$ cat src/rtl/serial_subtractor.sv
// serial_subtractor
//   Bit-serial unsigned subtractor. Computes (A - B) mod 2^WIDTH one bit per
//   clock, LSB first, and reports the final borrow-out (A < B).
//   A start in IDLE latches both operands. The block then spends WIDTH cycles
//   in RUN and one cycle in DONE, and returns to IDLE. The result stays on
//   o_diff/o_borrow until the next operation completes or until reset.
//
// Ports
//   clk       in   1      clock, rising edge
//   rst       in   1      synchronous reset, active-high
//   i_start   in   1      start request, accepted only in IDLE
//   i_a       in   WIDTH  minuend, sampled on the accepting edge
//   i_b       in   WIDTH  subtrahend, sampled on the accepting edge
//   o_busy    out  1      high in RUN and DONE
//   o_done    out  1      one-cycle pulse, result valid from this cycle
//   o_diff    out  WIDTH  (A - B) mod 2^WIDTH
//   o_borrow  out  1      1 when A < B
module serial_subtractor #(
  parameter int unsigned WIDTH = 8
) (
  input  logic             clk,
  input  logic             rst,
  input  logic             i_start,
  input  logic [WIDTH-1:0] i_a,
  input  logic [WIDTH-1:0] i_b,
  output logic             o_busy,
  output logic             o_done,
  output logic [WIDTH-1:0] o_diff,
  output logic             o_borrow
);

  localparam int unsigned CW = $clog2(WIDTH + 1);
  localparam logic [CW-1:0] LAST = CW'(WIDTH - 1);

  typedef enum logic [1:0] {
    IDLE = 2'd0,
    RUN  = 2'd1,
    DONE = 2'd2
  } state_t;

  state_t           state_q, state_d;
  logic [WIDTH-1:0] a_sr_q, a_sr_d;
  logic [WIDTH-1:0] b_sr_q, b_sr_d;
  logic [WIDTH-1:0] d_sr_q, d_sr_d;
  logic [WIDTH-1:0] diff_q, diff_d;
  logic [CW-1:0]    cnt_q, cnt_d;
  logic             br_q, br_d;
  logic             borrow_q, borrow_d;

  // Full-subtractor cell on the current LSBs.
  logic bit_d;
  logic br_next;

  always_comb begin
    bit_d   = a_sr_q[0] ^ b_sr_q[0] ^ br_q;
    br_next = (~a_sr_q[0] & b_sr_q[0]) | (~(a_sr_q[0] ^ b_sr_q[0]) & br_q);
  end

  always_comb begin
    state_d  = state_q;
    a_sr_d   = a_sr_q;
    b_sr_d   = b_sr_q;
    d_sr_d   = d_sr_q;
    diff_d   = diff_q;
    cnt_d    = cnt_q;
    br_d     = br_q;
    borrow_d = borrow_q;

    unique case (state_q)
      IDLE: begin
        if (i_start) begin
          a_sr_d  = i_a;
          b_sr_d  = i_b;
          d_sr_d  = '0;
          br_d    = 1'b0;
          cnt_d   = '0;
          state_d = RUN;
        end
      end
      RUN: begin
        a_sr_d = a_sr_q >> 1;
        b_sr_d = b_sr_q >> 1;
        // New bit enters at the MSB so after WIDTH shifts bit 0 sits at the LSB.
        d_sr_d = (d_sr_q >> 1) | (WIDTH'(bit_d) << (WIDTH - 1));
        br_d   = br_next;
        cnt_d  = cnt_q + CW'(1);
        if (cnt_q == LAST) begin
          // Publish from the next-state values so the last bit and borrow are included.
          diff_d   = d_sr_d;
          borrow_d = br_next;
          state_d  = DONE;
        end
      end
      DONE: begin
        state_d = IDLE;
      end
      default: begin
        state_d = IDLE;
      end
    endcase
  end

  always_ff @(posedge clk) begin
    if (rst) begin
      state_q  <= IDLE;
      a_sr_q   <= '0;
      b_sr_q   <= '0;
      d_sr_q   <= '0;
      diff_q   <= '0;
      cnt_q    <= '0;
      br_q     <= 1'b0;
      borrow_q <= 1'b0;
    end else begin
      state_q  <= state_d;
      a_sr_q   <= a_sr_d;
      b_sr_q   <= b_sr_d;
      d_sr_q   <= d_sr_d;
      diff_q   <= diff_d;
      cnt_q    <= cnt_d;
      br_q     <= br_d;
      borrow_q <= borrow_d;
    end
  end

  assign o_busy   = (state_q != IDLE);
  assign o_done   = (state_q == DONE);
  assign o_diff   = diff_q;
  assign o_borrow = borrow_q;

endmodule

$ cat config.mk
export PLATFORM = sky130hd
export DESIGN_NAME = serial_subtractor
export DESIGN_NICKNAME = d
export VERILOG_FILES = /design/src/rtl/serial_subtractor.sv
export SDC_FILE = /design/constraint.sdc
export NUM_CORES = 1
export LEC_CHECK = 0
export CORE_MARGIN = 2
export CORE_UTILIZATION = 46
export CTS_CLUSTER_SIZE = 40
export DETAILED_ROUTE_END_ITERATION = 16
export PLACE_DENSITY_LB_ADDON = 0.05
export SLEW_MARGIN = 20
export SYNTH_ARGS = -nofsm -noshare
export SYNTH_HDL_FRONTEND = slang
export SYNTH_SLANG_ARGS = --single-unit
$ cat constraint.sdc
create_clock -name clk -period 1.2 [get_ports clk]
set_input_delay 0.24 -clock clk [delete_from_list [all_inputs] [get_ports clk]]
set_output_delay 0.24 -clock clk [all_outputs]
set_load 0.1 [all_outputs]
Yosys cells after proc, flatten, opt, wreduce, memory -nomap -nowiden

Cells that the tools add are included.

$add $sub $neg: 1
Multiplexer cells: 13
Bitwise operators: 8
Reductions and logical operators: 6
Equality and inequality tests: 5

Operator list:

| cell                                                                   | count |
|---|---|
| 8-bit case mux with 2 select lines                                     | 3 |
| 8-bit two-way mux                                                      | 3 |
| 7-bit by 8-bit OR with 8-bit output                                    | 1 |
| 4-bit case mux with 2 select lines                                     | 1 |
| 2-bit AND reduction                                                    | 3 |
| 4-bit by 1-bit adder with 4-bit output (second input constant)         | 1 |
| 4-bit by 3-bit equality test with 1-bit output (second input constant) | 1 |
| 2-bit two-way mux                                                      | 2 |
| 4-bit two-way mux                                                      | 1 |
| 2-bit inequality test (second input constant)                          | 2 |
| 2-bit case mux with 2 select lines                                     | 1 |
| 2-bit nonzero test                                                     | 2 |
| 1-bit AND                                                              | 2 |
| 2-bit by 1-bit equality test with 1-bit output (second input constant) | 1 |
| 2-bit equality test (second input constant)                            | 1 |
| 2-bit zero test                                                        | 1 |
| 1-bit inverter                                                         | 2 |
| 1-bit case mux with 2 select lines                                     | 1 |
| 1-bit XOR                                                              | 2 |
| 1-bit two-way mux                                                      | 1 |
| 1-bit OR                                                               | 1 |

Register bits after elaboration: 40
Logic and storage cells: 41
Input port bits: 19
Output and inout port bits: 11

Depth between registers and ports, before layout

Depth after elaboration: 5
Mapped depth: 5

Worst setup path after synthesis

OpenSTA, ideal clock, no wires.

Path kind: reg2out
Start point: register state_q[1]
End point: output o_done
Arrival: 2117 ps
Stages on the path, launching flop included: 4
Path slack: -1157 ps
Path through: dfxtp_1 > buf_2 > buf_2 > nor2b_1

Longest elaborated chain between the ends: 1

Ends and longest elaborated chain:

| element                | RTL line | source |
|---|---|---|
| from (decl)            | 41       | `state_t state_q, state_d;` |
| from (signal assigned) | 114      | `state_q <= state_d;` |
| 2-bit equality test    | 126      | `assign o_done = (state_q == DONE);` |
| to (decl)              | 27       | `output logic o_done,` |

Every way passes these cells.

Final worst setup path

Start point: register state_q[1]
End point: output o_busy

Longest elaborated chain between the ends: 1

Ends and longest elaborated chain:

| element            | RTL line | source |
|---|---|---|
| 2-bit nonzero test | 125      | `assign o_busy = (state_q != IDLE);` |
| to (decl)          | 26       | `output logic o_busy,` |

Every way passes these cells.

==> impl_metrics.env <==
export IMPL_drv_cap=0
export IMPL_path_clk_slew_ns=0.08
export IMPL_io_pins=30
export IMPL_grt_pass1_wl_mm=9.570
export IMPL_synth_nets=236
export IMPL_setup_viol=37
export IMPL_cp_data_arrival_time_ns=1.19
export IMPL_layout_drive_gt1_share_pct=52.84
export IMPL_die_w_um=66.69
export IMPL_clock_sinks=39
export IMPL_worstSkewPairLatency_ns=0.31
export IMPL_drt_vias_per_instance=6.042
export IMPL_fmax_ghz=0.6978
export IMPL_fin_nets=302
export IMPL_wirelength_mm=6.775
export IMPL_ctsHtreeMaxLevel=2
export IMPL_highest_layer="met4"
export IMPL_tritoncts="built"
export IMPL_row_count=22
export IMPL_skew_ns=0.004607
export IMPL_hold_class="reg -> reg"
export IMPL_crit_type="reg -> out"
export IMPL_cts_buffers=5
export IMPL_ys_seq_elements=39
export IMPL_syn_area_mm2=0.001808
export IMPL_leakage_nw=1.219
export IMPL_die_h_um=66.69
export IMPL_coreArea_mm2=0.003716
export IMPL_grt_usage_pct=29.20
export IMPL_area_growth_pct=76.12
export IMPL_yosysWarningCount=0
export IMPL_port_buffers=29
export IMPL_ant_nets=0
export IMPL_wl_met3_um=468
export IMPL_wl_met1_mm=2.521
export IMPL_drt_pass1_iter_count=5
export IMPL_synth_area_per_cell_um2=8.409
export IMPL_syn_instance_count=215
export IMPL_synth_distinct_cells=33
export IMPL_wl_per_cell_um=20.53
export IMPL_dr_total_vias=1994
export IMPL_drv_slew=0
export IMPL_grt_pass1_vias=1971
export IMPL_critPathMaxFanout=4
export IMPL_drc=0
export IMPL_period_needed_ns=1.433
export IMPL_place_congestion=0.7524
export IMPL_hpwl_mm=3.022
export IMPL_end_kind="output pin"
export IMPL_p_per_area_mw_per_mm2=999.5
export IMPL_start_util_pct=48.65
export IMPL_fin_hold_ws_ns=0.4881
export IMPL_met2_wirelength_mm=3.456
export IMPL_rsz0062_at_grt="yes"
export IMPL_critical_path_startpoint_type="register"
export IMPL_grt_antenna_before_repair=0
export IMPL_grt_max_degree=17
export IMPL_cp_required_ns=0.96
export IMPL_fin_ws_ns=-0.2331
export IMPL_run_status="complete, but fails checks"
export IMPL_hold_viol_final=0
export IMPL_synth_seq_area_share_pct=43.18
export IMPL_cts_root_buf="clkbuf_8"
export IMPL_setup_tns_final_ns=-3.704
export IMPL_ir_worst_vdd_mv=0.7791
export IMPL_max_slew_margin_rel_pct=81.28
export IMPL_period_share_pct=119.4
export IMPL_r2r_slack_ns=-0.17
export IMPL_grt_overflow=0
export IMPL_worstMarginPinSlew_ns=0.2805
export IMPL_violations="negative setup slack"
export IMPL_cts_max_path_buffers=2
export IMPL_die_area_mm2=0.004448
export IMPL_layout_commonest_cell="buf_4"
export IMPL_n_antenna_cell=0
export IMPL_final_cell_mix="29 x buf_4, 27 x nor2_1, 23 x a21oi_1, 23 x dfxtp_1, 17 x clkdlybuf4s50_1"
export IMPL_first_iter_violations=154
==> what timing repair did <==
action                     4_1_cts  5_1_grt
hold buffers                     0        0
cloned                           6        0
setup endpoints to repair       38       41
hold endpoints to repair         0        0
gates resized for setup         81       25
buffers inserted                11        7
pin swaps                       26       12
==> per-layer routing <==
metal  vias up  GRT usage (%)
li1        906              -
met1       952          34.45
met2       106          49.13
met3        30          5.743
met4         0          16.58
met5         -              0
==> final timing paths <==
kind	from	end	cells after the start
setup / recovery	state_q[1]	o_busy	3
hold / removal	o_diff[4]	o_diff[4]	2
setup reg to reg	state_q[1]	o_diff[5]	5
hold reg to reg	o_diff[4]	o_diff[4]	2
==> logic make-up after synthesis <==
group | synth area share [%]
compound gates | 28.24
simple gates | 18.62
flops | 43.18
buf+inv | 8.166
fa+ha+maj | 1.799
==> flip-flops by register name, indices dropped and copies added (netlist names) <==
| signal | count |
|---|---|
| o_diff | 8 |
| d_sr_q | 7 |
| br_q | 1 |
| o_borrow | 1 |
| a_sr_q | 8 |
| state_q | 2 |
| cnt_q | 4 |
| b_sr_q | 8 |
==> power by group <==
part           switching (mW)  leakage, nW  internal [mW]
registers              0.0530        0.327           1.35
clock network           0.517       0.0581          0.619
logic                   0.310        0.834          0.334
total                   0.880         1.22           2.30
==> critical path, cell delays in order (launching register included) <==
cell and delay (ns):
dfxtp_4 0.36, buf_6 0.12, or2_4 0.23, buf_12 0.16
==> final cells by class <==
cell class              instances  area, um^2
fillers                       174       531.8
inverters                      12       45.04
flip-flops and latches         39       805.8
well taps                      48       60.06
multi-input cells             145        1227
clock inverters                 3       43.79
clock buffers                   5       68.82
repair buffers                 78       933.4
==> cells in the mapped netlist <==
master | instances | area share, %
a22oi_1 | 8 | 3.3
buf_6 | 1 | 0.62
or2_2 | 2 | 0.69
clkbuf_1 | 5 | 1.0
nor4_1 | 1 | 0.35
nor3b_1 | 1 | 0.42
nand2b_1 | 5 | 1.7
a2bb2oi_1 | 1 | 0.48
o31ai_1 | 8 | 3.3
or3_1 | 1 | 0.35
dfxtp_1 | 39 | 43
o221a_2 | 11 | 6.9
fa_1 | 1 | 1.1
a311oi_1 | 1 | 0.48
a211oi_1 | 2 | 0.83
o22ai_1 | 2 | 0.69
o22a_1 | 2 | 0.97
inv_1 | 12 | 2.5
buf_4 | 3 | 1.2
ha_1 | 1 | 0.69
a31oi_1 | 1 | 0.35
o21ba_2 | 1 | 0.55
a21oi_1 | 35 | 9.7
or3b_2 | 3 | 1.5
nand3_1 | 10 | 2.8
buf_2 | 10 | 2.8
nand2_1 | 5 | 1.0
o21bai_1 | 1 | 0.42
and3b_1 | 1 | 0.48
nor3_1 | 3 | 0.83
nor2_1 | 31 | 6.4
nor2b_1 | 6 | 2.1
o21ai_0 | 1 | 0.28
==> stage by stage <==
step | total power [mW] | setup slack (ns) | instances | util [%] | instance area, um^2
5_1_grt | 3.296 | -0.2535 | 330 | 85.69 | 3184
2_1_floorplan | 1.673 | -0.1614 | 215 | - | 1843
6_report | 3.183 | -0.2331 | 330 | 85.69 | 3184
4_1_cts | 3.064 | -0.2201 | 325 | 81.95 | 3045
3_3_place_gp | 1.833 | -0.3990 | 300 | 65.02 | 2416
3_5_place_dp | 1.851 | -0.4739 | 300 | 65.02 | 2416
Note: power is estimated with default switching activity, not from simulation.
